## src/rtl/uart_pkt_pkg.sv

```systemverilog
// Shared types for the UART packet framer: parser states, opcodes, error codes.
package uart_pkt_pkg;

    typedef enum logic [2:0] {
        S_OPCODE,
        S_RSVD,
        S_LEN_LO,
        S_LEN_HI,
        S_PAYLOAD,
        S_DRAIN
    } pkt_state_e;

    localparam logic [7:0] OP_ECHO = 8'hEC;
    localparam logic [7:0] OP_ADD  = 8'hA0;
    localparam logic [7:0] OP_MUL  = 8'hA1;
    localparam logic [7:0] OP_DIV  = 8'hA2;

    typedef enum logic [1:0] {
        ERR_TIMEOUT = 2'd0,
        ERR_OPCODE  = 2'd1,
        ERR_LENGTH  = 2'd2,
        ERR_OVERRUN = 2'd3
    } err_code_e;

    function automatic logic opcode_valid(input logic [7:0] op);
        return op inside {OP_ECHO, OP_ADD, OP_MUL, OP_DIV};
    endfunction

endpackage

```

## src/rtl/pkt_out_reg.sv

```systemverilog
// One-entry valid/ready payload holding register; flags a push that finds it
// full and not draining.
module pkt_out_reg
    import uart_pkt_pkg::*;
(
    input  logic       clk_i,
    input  logic       rst_i,
    input  logic       push_i,
    input  logic [7:0] data_i,
    input  logic       last_i,
    input  logic       flush_i,
    input  logic       ready_i,
    output logic       valid_o,
    output logic [7:0] data_o,
    output logic       last_o,
    output logic       overrun_o
);

    logic       valid_q;
    logic [7:0] data_q;
    logic       last_q;
    logic       load;

    assign overrun_o = push_i && valid_q && !ready_i;
    assign load      = push_i && (!valid_q || ready_i);

    always_ff @(posedge clk_i or negedge rst_i) begin
        if (!rst_i) begin
            valid_q <= 1'b0;
            data_q  <= 8'h00;
            last_q  <= 1'b0;
        end else if (flush_i) begin
            valid_q <= 1'b0;
        end else if (load) begin
            valid_q <= 1'b1;
            data_q  <= data_i;
            last_q  <= last_i;
        end else if (valid_q && ready_i) begin
            valid_q <= 1'b0;
        end
    end

    assign valid_o = valid_q;
    assign data_o  = data_q;
    assign last_o  = last_q;

endmodule

```

## src/rtl/uart_pkt_parser.sv

```systemverilog
// Receive-side packet framer: decodes the 4-byte header and streams payload.
// Optional idle timeout enabled by defining UART_PKT_TIMEOUT_EN.
module uart_pkt_parser
    import uart_pkt_pkg::*;
#(
    parameter int MaxLen        = 16,
    parameter int LenW          = 16,
    parameter int TimeoutCycles = 5560
) (
    input  logic            clk_i,
    input  logic            rst_i,
    input  logic [7:0]      rx_data_i,
    input  logic            rx_valid_i,
    output logic            hdr_valid_o,
    output logic [7:0]      opcode_o,
    output logic [LenW-1:0] length_o,
    output logic [7:0]      pld_data_o,
    output logic            pld_valid_o,
    input  logic            pld_ready_i,
    output logic            pld_last_o,
    output logic            busy_o,
    output logic            err_o,
    output logic [1:0]      err_code_o
);

    localparam logic [LenW-1:0] MAX_L = LenW'(MaxLen);
    localparam logic [LenW-1:0] ONE   = LenW'(1);

    pkt_state_e      state_q, state_d;
    logic [7:0]      op_tmp_q, op_tmp_d;
    logic [7:0]      len_lo_q, len_lo_d;
    logic [7:0]      opcode_q, opcode_d;
    logic [LenW-1:0] length_q, length_d;
    logic [LenW-1:0] cnt_q, cnt_d;
    logic            hdr_q, hdr_d;
    logic            err_q, err_d;
    err_code_e       code_q, code_d;
    logic [LenW-1:0] len_full;
    logic            push, last, flush, overrun;

    assign len_full = LenW'({rx_data_i, len_lo_q});
    assign busy_o   = (state_q != S_OPCODE);

`ifdef UART_PKT_TIMEOUT_EN
    logic [15:0] idle_q, idle_d;
    logic        timeout;

    always_comb begin
        timeout = busy_o && !rx_valid_i && (idle_q == 16'(TimeoutCycles - 1));
        idle_d  = (!busy_o || rx_valid_i || timeout) ? 16'd0 : idle_q + 16'd1;
    end

    always_ff @(posedge clk_i or negedge rst_i) begin
        if (!rst_i) idle_q <= 16'd0;
        else        idle_q <= idle_d;
    end
`endif

    always_comb begin
        state_d  = state_q;
        op_tmp_d = op_tmp_q;
        len_lo_d = len_lo_q;
        opcode_d = opcode_q;
        length_d = length_q;
        cnt_d    = cnt_q;
        hdr_d    = 1'b0;
        err_d    = 1'b0;
        code_d   = code_q;
        push     = 1'b0;
        last     = 1'b0;
        flush    = 1'b0;
        if (rx_valid_i) begin
            unique case (state_q)
                S_OPCODE: begin
                    op_tmp_d = rx_data_i;
                    state_d  = S_RSVD;
                end
                S_RSVD:   state_d = S_LEN_LO;
                S_LEN_LO: begin
                    len_lo_d = rx_data_i;
                    state_d  = S_LEN_HI;
                end
                S_LEN_HI: begin
                    cnt_d = len_full;
                    if (!opcode_valid(op_tmp_q)) begin
                        err_d   = 1'b1;
                        code_d  = ERR_OPCODE;
                        state_d = (len_full != '0) ? S_DRAIN : S_OPCODE;
                    end else if (len_full > MAX_L) begin
                        err_d   = 1'b1;
                        code_d  = ERR_LENGTH;
                        state_d = S_DRAIN;
                    end else begin
                        hdr_d    = 1'b1;
                        opcode_d = op_tmp_q;
                        length_d = len_full;
                        state_d  = (len_full == '0) ? S_OPCODE : S_PAYLOAD;
                    end
                end
                S_PAYLOAD: begin
                    push  = 1'b1;
                    last  = (cnt_q == ONE);
                    cnt_d = cnt_q - ONE;
                    if (overrun) begin
                        err_d  = 1'b1;
                        code_d = ERR_OVERRUN;
                    end
                    if (cnt_q == ONE) state_d = S_OPCODE;
                end
                S_DRAIN: begin
                    cnt_d = cnt_q - ONE;
                    if (cnt_q == ONE) state_d = S_OPCODE;
                end
                default: state_d = S_OPCODE;
            endcase
        end
`ifdef UART_PKT_TIMEOUT_EN
        if (timeout) begin
            state_d = S_OPCODE;
            flush   = 1'b1;
            err_d   = 1'b1;
            code_d  = ERR_TIMEOUT;
        end
`endif
    end

    always_ff @(posedge clk_i or negedge rst_i) begin
        if (!rst_i) begin
            state_q  <= S_OPCODE;
            op_tmp_q <= 8'h00;
            len_lo_q <= 8'h00;
            opcode_q <= 8'h00;
            length_q <= '0;
            cnt_q    <= '0;
            hdr_q    <= 1'b0;
            err_q    <= 1'b0;
            code_q   <= ERR_TIMEOUT;
        end else begin
            state_q  <= state_d;
            op_tmp_q <= op_tmp_d;
            len_lo_q <= len_lo_d;
            opcode_q <= opcode_d;
            length_q <= length_d;
            cnt_q    <= cnt_d;
            hdr_q    <= hdr_d;
            err_q    <= err_d;
            code_q   <= code_d;
        end
    end

    pkt_out_reg u_out (
        .clk_i     (clk_i),
        .rst_i     (rst_i),
        .push_i    (push),
        .data_i    (rx_data_i),
        .last_i    (last),
        .flush_i   (flush),
        .ready_i   (pld_ready_i),
        .valid_o   (pld_valid_o),
        .data_o    (pld_data_o),
        .last_o    (pld_last_o),
        .overrun_o (overrun)
    );

    assign hdr_valid_o = hdr_q;
    assign err_o       = err_q;
    assign err_code_o  = code_q;
    assign opcode_o    = opcode_q;
    assign length_o    = length_q;

endmodule

```

## config.mk

```make
export PLATFORM = sky130hd
export DESIGN_NAME = uart_pkt_parser
export DESIGN_NICKNAME = d
export VERILOG_FILES = /design/src/rtl/uart_pkt_pkg.sv /design/src/rtl/pkt_out_reg.sv /design/src/rtl/uart_pkt_parser.sv
export SDC_FILE = /design/constraint.sdc
export NUM_CORES = 1
export LEC_CHECK = 0
export ABC_AREA = 0
export BUFFER_PORTS_ARGS = -buffer_cell sky130_fd_sc_hd__clkbuf_2
export CORE_MARGIN = 2
export CORE_UTILIZATION = 45
export DETAILED_ROUTE_END_ITERATION = 8
export PLACE_DENSITY = 0.72
export SYNTH_ARGS = -nofsm -noshare
export SYNTH_HDL_FRONTEND = slang
export SYNTH_HIERARCHICAL = 1
export SYNTH_SLANG_ARGS = --single-unit
```

## constraint.sdc

```tcl
create_clock -name clk_i -period 1.9 [get_ports clk_i]
set_input_delay 0.38 -clock clk_i [delete_from_list [all_inputs] [get_ports clk_i]]
set_output_delay 0.38 -clock clk_i [all_outputs]
set_load 0.05 [all_outputs]
```

==> results of run 1 <==
-- cell usage after synthesis, types with 2 or more instances --
master	n
clkbuf_1	12
dfrtp_1	73
a22oi_1	3
nand2b_1	3
nand3_1	7
or2_2	2
mux2i_1	2
o2bb2ai_1	3
a21boi_0	2
nand4_1	3
nor2_1	16
nor2b_1	15
ha_1	2
and2_1	2
nor3_1	11
nor3b_1	2
or4_1	4
or3_1	3
o22ai_1	3
buf_6	2
o21ai_0	25
nor4_1	4
mux2_2	34
inv_1	7
a21oi_1	17
nand2_1	15
o31ai_1	2
-- per-layer routing --
metal / track usage (%) / part of all wire (%) / vias to the layer above
met3: 6.04 / 5.2 / 15
met2: 31.6 / 48 / 73
met5: 0 / 0 / -
li1: - / - / 1269
met1: 28.4 / 45 / 1317
met4: 7.82 / 1.8 / 0
-- registers in the layout, indices dropped and copies added, names as in the netlist --
register / flops
cnt_q: 16
length_o: 16
len_lo_q: 8
op_tmp_q: 8
opcode_o: 8
u_out/data_o: 8
state_q: 3
err_code_o: 2
err_o: 1
hdr_valid_o: 1
u_out/last_o: 1
u_out/valid_o: 1
-- cell type report --
| class | instances | area, sq um | share of cell area, % |
|---|---|---|---|
| Tap cell | 99 | 124 | 2.86 |
| Clock buffer | 10 | 138 | 3.18 |
| Timing Repair Buffer | 102 | 673 | 15.6 |
| Multi-Input combinational cell | 202 | 1500 | 34.6 |
| Clock inverter | 6 | 42.5 | 0.983 |
| Inverter | 7 | 26.3 | 0.607 |
| Sequential cell | 73 | 1830 | 42.2 |
-- placed cells by master, fill, tap and decap left out, types with 9 or more instances in the layout --
cell type and instances:
o21ai_0 20, nor3_1 9, nor2_1 16, clkbuf_2 48, dfrtp_1 72, a21oi_1 16
nand2_1 14, mux2_2 31, buf_4 48, clkbuf_8 10, nor2b_1 14
-- metrics by stage --
step | cells | power (mW)
2_1_floorplan | 297 | 4.00
3_3_place_gp | 477 | 4.85
3_5_place_dp | 477 | 4.92
4_1_cts | 493 | 6.07
5_1_grt | 499 | 6.58
6_report | 499 | 6.20
-- path summary, 6_finish.rpt --
check,slack (ps),end,startpoint
max,-50,length_o[0],len_lo_q[6]
max in group asynchronous,1310,op_tmp_q[1],rst_i
max reg2reg,-50,length_o[0],len_lo_q[6]
min reg2reg,470,opcode_o[5],opcode_o[5]
min,7,u_out/data_o[3],rst_i
min in group clk_i,330,u_out/valid_o,pld_ready_i
-- timing repair --
item	4_1_cts	5_1_grt
setup endpoints to repair	11	33
gates resized for setup	8	21
gates cloned	0	1
pin swaps	2	1
setup buffers	0	5
-- cells by family after synthesis --
kind of cell | count (synthesis) | synth area share, %
and+or+nand+nor | 96 | 16.6
DFF | 73 | 55.2
AOI/OAI and AO/OA | 65 | 11.8
muxes | 37 | 12.5
buffers and inverters | 22 | 3.06
adders and majority gates | 2 | 0.756
other | 1 | 0.113
-- critical path: cells and delay by family, from the launching register on --
kind	cells	cell delay, ps
DFF	1	390
buffers and inverters	2	390
muxes	1	320
and+or+nand+nor	3	730
-- power by group through the flow --
stage	clock network [mW]	registers (mW)	logic, mW
floorplan	0	2.71	1.29
global placement	0	2.43	2.42
detailed placement	0	2.44	2.47
CTS	1.13	2.43	2.50
global route	1.21	2.53	2.84
finish	1.10	2.47	2.63
==> results.json, run 1 <==
{
  "core_area_sq_um": 7180,
  "routed_wirelength_um": 8180,
  "max_stage_delay_ps": 390,
  "post-dp-hpwl_um": 5760,
  "cts_tree": "done",
  "gp_congestion": 0.891,
  "yosysTopAreaCell": "dfrtp_1",
  "power_density_nw_per_um2": 1430,
  "crit_top_cell": "buf_4",
  "viasPerCell": 5.36,
  "clkSinkCount": 73,
  "drt_iter0_markers": 294,
  "wire_per_inst_um": 16.4,
  "overflow": 0,
  "outcome": "finished, violations left",
  "grt_pass1_vias": 2648,
  "maxCapViolCount": 0,
  "fin_ws_ps": -49.7,
  "drive_gt1_share_pct": 44.0,
  "fin_crit_ps": 1950,
  "final_hold_viol_count": 0,
  "io_pins": 51,
  "cts_hold_buf": 0,
  "crit_chain": "nor3_1 -> nand4_1 -> buf_4 -> nor4_4 -> buf_4 -> mux2_2",
  "grt_pass1_wl_um": 13300,
  "htree_levels": 3,
  "async_reset_ff_share_pct": 100,
  "pwr-share-seq_pct": 39.8,
  "tns_ps": -188,
  "final_core_util_pct": 60.3,
  "path_max_fanout": 4,
  "synth_seq_cells": 73,
  "clkTransAtPathRegs_ps": 70,
  "arrival_ps": 2190,
  "diodes": 0,
  "synthTopCellsByArea": "dfrtp_1 55%, mux2_2 12%, o21ai_0 3.8%, nor2b_1 2.8%, a21oi_1 2.6%",
  "setup_viol": 7,
  "whs_ps": 7.29,
  "hold_class": "primary input to asynchronous set/reset pin",
  "period_share_pct": 103,
  "seq_area_frac_synth_pct": 55.2,
  "cp_data_required_time_ps": 2140,
  "startpoint_type": "flip-flop",
  "worst_pin_slew_ps": 537,
  "netlist_instances": 296,
  "ant_nets": 0,
  "firstDrtPassIters": 4,
  "grt_max_degree": 39,
  "post-route-cell-area_sq_um": 4330,
  "place_ws_ps": -157,
  "cp-end-kind": "flip-flop",
  "fmax_mhz": 513,
  "cts_buffer_depth": 2,
  "combPwrFrac_pct": 42.4,
  "fp.dieH_um": 89.8,
  "switching_share_pct": 40.7,
  "slowest_stage": "dfrtp_1",
  "synth_edf_count": 0,
  "cts.root.buffer_cell": "clkbuf_8",
  "p_clk_share_pct": 17.8,
  "yosysWarnings": 6,
  "p_int_mw": 3.67,
  "die_area_sq_um": 8060,
  "rr_worst_depth": 6,
  "drv_slew": 0,
  "ir_worst_vdd_mv": 0.912,
  "cts_buffers": 9,
  "synth_top_area_share_pct": 55.2,
  "clk_latency_ps": 350,
  "power_switching_mw": 2.52,
  "via_count": 2674,
  "skew_ps": 6.65,
  "initial_utilization_pct": 46.1,
  "rsz0062_at_grt": "true",
  "violations": "setup timing",
  "netlist_area_sq_um": 3310,
  "avgSynthCellArea_sq_um": 11.2,
  "drc_errors": 0,
  "die_w_um": 89.8,
  "gr-usage-all-layers_pct": 20.8,
  "port_buffers": 50,
  "num-fill-cells": 579,
  "synthFlopType": "dfrtp_1",
  "area_delta_synth_final_pct": 30.8,
  "yosysUniqueCellTypes": 49,
  "antenna_found_initial": 0,
  "place_area_sq_um": 4000,
  "rows": 31,
  "critPathKind": "flip-flop to flip-flop",
  "leakagePower_nw": 2.04,
  "final_nets": 409,
  "slew_headroom_pct": 64.2
}
Note: power is estimated with default switching activity, not from simulation.
==> inputs of run 2 (changes only) <==
--- a/config.mk
+++ b/config.mk
@@ -7,6 +7,7 @@
 export LEC_CHECK = 0
 export ABC_AREA = 0
 export BUFFER_PORTS_ARGS = -buffer_cell sky130_fd_sc_hd__clkbuf_2
+export CORE_ASPECT_RATIO = 0.6
 export CORE_MARGIN = 2
 export CORE_UTILIZATION = 45
 export DETAILED_ROUTE_END_ITERATION = 8
==> run 2 against run 1 <==
  * The run still ends with setup timing left
  * Combinational power increased by 6%
  * Wire length up 7.4%
  * Via count grew 2.1%
  * Largest cell class unchanged
  * Fmax shrank 0.32%
  * Non-clock buffer count rose by 7
  * Critical path type unchanged
  * Power rose by 14%
  * Sequential share of layout area down 1.7 points
  * Worst hold slack better by 340 ps
==> results.json, run 2 (synthesis results as in run 1) <==
{
  "clk_latency_ps": 330,
  "final_common_cell": "dfrtp_1",
  "cp-end-kind": "flip-flop",
  "clkTransAtPathRegs_ps": 60,
  "period_share_pct": 103,
  "grt_pass1_wl_um": 13600,
  "final_nets": 416,
  "gp_congestion": 0.888,
  "place_area_sq_um": 4030,
  "gr-usage-all-layers_pct": 22.4,
  "leakagePower_nw": 2.15,
  "port_buffers": 50,
  "area_delta_synth_final_pct": 36.4,
  "rows": 24,
  "initial_utilization_pct": 45.9,
  "ant_nets": 0,
  "crit_chain": "buf_6 -> or4_4 -> nor2_4 -> nand4_1 -> and2_1 -> mux2_2",
  "ir_worst_vdd_mv": 1.15,
  "critPathKind": "flip-flop to flip-flop",
  "drc_errors": 0,
  "drive_gt1_share_pct": 44.4,
  "max_stage_delay_ps": 520,
  "fin_ws_ps": -56.0,
  "grt_pass1_vias": 2553,
  "die_w_um": 115,
  "setup_viol": 13,
  "tns_ps": -272,
  "post-dp-hpwl_um": 6120,
  "grt_max_degree": 33,
  "core_area_sq_um": 7210,
  "antenna_found_initial": 0,
  "fin_crit_ps": 1960,
  "path_max_fanout": 2,
  "viasPerCell": 5.50,
  "crit_buf_inv": 1,
  "post-route-cell-area_sq_um": 4510,
  "drt_iter0_markers": 224,
  "cts.root.buffer_cell": "clkbuf_16",
  "fp.dieH_um": 70.4,
  "cts_tree": "done",
  "cts_buffers": 9,
  "wire_per_inst_um": 17.7,
  "cts_buffer_depth": 2,
  "layout_common_cells": "72 x dfrtp_1, 53 x buf_4, 49 x clkbuf_2, 28 x mux2_2, 18 x o21ai_0",
  "regToRegSetupSlack_ps": -60,
  "cp_data_required_time_ps": 2120,
  "startpoint_type": "flip-flop",
  "routed_wirelength_um": 8780,
  "path_delay_family": "simple AND/OR/NAND/NOR gates",
  "slew_headroom_pct": 49.4,
  "final_hold_viol_count": 0,
  "power.total_mw": 7.05,
  "arrival_ps": 2170,
  "maxCapViolCount": 0,
  "via_count": 2729,
  "slowest_stage": "or4_4",
  "outcome": "finished, violations left",
  "htree_levels": 3,
  "skew_ps": 5.34,
  "drv_slew": 0,
  "violations": "setup timing",
  "hold_class": "primary input to flip-flop",
  "io_pins": 51,
  "overflow": 0,
  "die_area_sq_um": 8080,
  "clkSinkCount": 73,
  "firstDrtPassIters": 7,
  "worst_pin_slew_ps": 754,
  "diodes": 0,
  "fmax_mhz": 511,
  "power_density_nw_per_um2": 1560,
  "rsz0062_at_grt": "true"
}
run 2: worst min-delay path, cell delays in order:
cell,delay [ps]
clkbuf_2,100
nor2b_4,40
nor2_1,80
nor2_1,50
run 2: power breakdown:
part           leakage, nW  total [mW]  switching (mW)  internal [mW]
sequential           0.918        2.47           0.437           2.04
clock                0.148        1.79           0.649           1.14
combinational         1.09        2.80            1.58           1.22
total                 2.15        7.05            2.67           4.39
run 2: worst paths after layout:
| path | startpoint | end | cells after the start |
|---|---|---|---|
| min reg2reg | opcode_o[5] | opcode_o[5] | 1 |
| min | pld_ready_i | u_out/valid_o | 4 |
| min in group asynchronous | rst_i | u_out/valid_o | 2 |
| max | len_lo_q[1] | state_q[2] | 6 |
| max in group asynchronous | rst_i | length_o[5] | 3 |
| max reg2reg | len_lo_q[1] | state_q[2] | 6 |
run 2: cell type report:
cell class | instances | area, sq um
timing repair buffer | 109 | 729
inverter | 7 | 26.3
tap | 91 | 114
clock buffer | 9 | 225
clock inverter | 5 | 81.3
multi-input combinational | 202 | 1510
sequential | 73 | 1830
fill | 554 | 2690
run 2: timing repair:
item / in CTS / in global routing
setup endpoints to repair: 18 / 37
pin swaps: 2 / 9
hold buffers: 1 / 0
resized for setup: 14 / 24
hold endpoints to repair: 24 / 0
buffers inserted: 1 / 4
gates cloned: 0 / 1
run 2: per-stage QoR:
| step | cells | setup WS, ps | util (%) | hold slack, ps |
|---|---|---|---|---|
| 2_1_floorplan | 297 | -79.4 | - | 84.4 |
| 3_3_place_gp | 475 | -119 | 55.9 | 319 |
| 3_5_place_dp | 475 | -184 | 55.9 | 323 |
| 4_1_cts | 491 | -44.8 | 61.1 | 343 |
| 5_1_grt | 496 | -139 | 62.6 | 376 |
| 6_report | 496 | -56.0 | 62.6 | 349 |
run 2: layer usage:
layer  GRT usage (%)  wire (um)
met4            6.56         63
met1            34.6       4380
met3            7.29        752
met5               0          0
met2            29.6       3590
==> inputs of run 3 (changes only) <==
--- a/config.mk
+++ b/config.mk
@@ -14,5 +14,4 @@
 export PLACE_DENSITY = 0.72
 export SYNTH_ARGS = -nofsm -noshare
 export SYNTH_HDL_FRONTEND = slang
-export SYNTH_HIERARCHICAL = 1
 export SYNTH_SLANG_ARGS = --single-unit
==> run 3 against run 2 <==
  * Fmax shrank 1.7%
  * Core utilization increased by 4.7 points
  * Wire length grew 4.6%
  * Register-to-register slack worse by 30 ps
  * Count of clock-buffer cells in the layout increased by 1
  * The flow still finishes with violations (setup timing)
  * Sequential cell count unchanged
  * Clock power decreased by 13%
  * Worst hold slack got worse by 280 ps
  * Global-route usage grew 1.9 points
  * Die area decreased by 1.6%
==> results.json, run 3 <==
{
  "ant_nets": 0,
  "met3_usage_pct": 9.03,
  "cp-end-kind": "flip-flop",
  "io_pins": 51,
  "multi_input_area_sq_um": 1590,
  "slew_headroom_pct": 57.1,
  "seq_area_frac_synth_pct": 56.2,
  "avgSynthCellArea_sq_um": 11.4,
  "place_area_sq_um": 4030,
  "layout_common_cells": "70 x dfrtp_1, 57 x buf_4, 48 x clkbuf_2, 26 x mux2_2, 21 x o21ai_0",
  "die_w_um": 114,
  "diodes": 0,
  "ir_worst_vdd_mv": 1.19,
  "drive_gt1_share_pct": 50.4,
  "violations": "setup timing",
  "slowest_stage": "or4_4",
  "cts_tree": "done",
  "gr-usage-all-layers_pct": 24.2,
  "cts.root.buffer_cell": "clkbuf_16",
  "crit_buf_inv": 0,
  "yosys.area_share.simple_pct": 16.7,
  "place_ws_ps": -203,
  "p_int_mw": 4.29,
  "power_density_nw_per_um2": 1550,
  "drv_slew": 0,
  "drt_iter0_markers": 199,
  "synth_top_area_share_pct": 56.2,
  "whs_ps": 66.3,
  "yosysMostFrequentCell": "dfrtp_1",
  "rows": 23,
  "drc_errors": 0,
  "final_core_util_pct": 67.3,
  "arrival_ps": 2270,
  "max_stage_delay_ps": 520,
  "cp_data_required_time_ps": 2180,
  "overflow": 0,
  "crit_top_cell": "or3_4",
  "muxShareOfSynthArea_pct": 11.4,
  "p_clk_share_pct": 21.9,
  "num-fill-cells": 496,
  "core_area_sq_um": 6820,
  "synthAdderAreaFrac_pct": 0.769,
  "wire_per_inst_um": 18.7,
  "synth_edf_count": 0,
  "synthFlopType": "dfrtp_1",
  "synth_top_family_by_area": "simple AND/OR/NAND/NOR gates",
  "hold_class": "primary input to asynchronous set/reset pin",
  "cts_hold_buf": 0,
  "final_nets": 413,
  "worst_pin_slew_ps": 643,
  "switching_share_pct": 39.7,
  "area_delta_synth_final_pct": 41.0,
  "yosysTopAreaCell": "dfrtp_1",
  "gp_congestion": 0.895,
  "antenna_found_initial": 0,
  "seq_area_sq_um": 1830,
  "dp.cells": 469,
  "outcome": "finished, violations left",
  "post-route-cell-area_sq_um": 4590,
  "synth_compound_area_share_pct": 12.9,
  "yosysWarnings": 0,
  "pwr-share-seq_pct": 35.8,
  "setup_viol": 3,
  "maxCapViolCount": 0,
  "port_buffers": 50,
  "path_max_fanout": 5,
  "rsz0062_at_grt": "true",
  "syn_nets": 300,
  "netlist_area_sq_um": 3250,
  "routed_wirelength_um": 9190,
  "grt_max_degree": 33,
  "via_count": 2790,
  "htree_levels": 3,
  "fp.dieH_um": 69.9,
  "path_delay_family": "simple AND/OR/NAND/NOR gates",
  "skew_ps": 8.20,
  "initial_utilization_pct": 47.7,
  "final_common_cell": "dfrtp_1",
  "combPwrFrac_pct": 42.3,
  "power.total_mw": 7.11,
  "synth-xor-area-share_pct": 0,
  "use_met2_pct": 33.9,
  "final_hold_viol_count": 0,
  "clkTransAtPathRegs_ps": 60,
  "fin_ws_ps": -89.8,
  "crit_chain": "or4_4 -> or3_4 -> or3_4 -> a21oi_2 -> o22a_2",
  "viasPerCell": 5.69,
  "fmax_mhz": 503,
  "yosys-top-cells-count": "73 x dfrtp_1, 33 x mux2_2, 22 x o21ai_0",
  "async_reset_ff_share_pct": 100,
  "netlist_instances": 286,
  "fin_cells": 490,
  "leakagePower_nw": 2.12,
  "power_switching_mw": 2.82,
  "grt_pass1_wl_um": 14700,
  "fin_crit_ps": 1990,
  "yosysUniqueCellTypes": 46,
  "synthTopCellsByArea": "dfrtp_1 56%, mux2_2 11%, o21ai_0 3.4%, nor2b_1 2.7%, a21oi_1 2.0%",
  "grt_pass1_vias": 2690,
  "critPathKind": "flip-flop to flip-flop",
  "tns_ps": -169,
  "cts_buffers": 9,
  "synth_seq_cells": 73,
  "clk_latency_ps": 340,
  "grtUsageMet1_pct": 35.4,
  "post-dp-hpwl_um": 6160,
  "die_area_sq_um": 7950,
  "firstDrtPassIters": 5,
  "period_share_pct": 105,
  "startpoint_type": "flip-flop",
  "grt.busiest_layer": "met1",
  "cts_buffer_depth": 2,
  "clkSinkCount": 73
}
run 3: cells by family after synthesis:
logic type	after synthesis
DFF	73
buffers and inverters	17
muxes	33
AOI/OAI and AO/OA	67
and+or+nand+nor	94
adders and majority gates	2
run 3: worst paths after layout:
kind	end	slack (ps)	startpoint	cells after the start
min in group clk_i	u_out.valid_o	410	pld_ready_i	3
max in group asynchronous	cnt_q[7]	1210	rst_i	2
hold reg to reg	opcode_o[7]	460	opcode_o[7]	1
setup / recovery	cnt_q[11]	-90	cnt_q[4]	5
hold / removal	length_o[1]	70	rst_i	1
setup reg to reg	cnt_q[11]	-90	cnt_q[4]	5
run 3: final cells by class:
cell class | instances | share of cell area [%]
clock inverters | 5 | 0.709
clock buffers | 10 | 5.21
flip-flops and latches | 73 | 39.9
multi-input cells | 196 | 34.7
well taps | 87 | 2.37
inverters | 6 | 0.491
repair buffers | 113 | 16.6
run 3: per-layer routing:
layer | vias to the layer above | wire length, um
li1 | 1272 | -
met1 | 1379 | 4180
met2 | 127 | 4080
met3 | 12 | 796
met4 | 0 | 122
met5 | - | 0
run 3: power by group through the flow:
stage	sequential, mW	combinational, mW	clock, mW
2_1_floorplan	2.78	1.29	0
3_3_place_gp	2.40	2.61	0
3_5_place_dp	2.43	2.68	0
4_1_cts	2.44	2.77	1.58
5_1_grt	2.59	3.23	1.68
6_report	2.55	3.01	1.56
run 3: repair_timing:
action                                  in CTS  in global routing
endpoints found under the setup margin      16                 39
gates cloned                                 1                  0
pin swaps                                    5                  7
buffers inserted                             4                  2
resized for setup                           12                 43
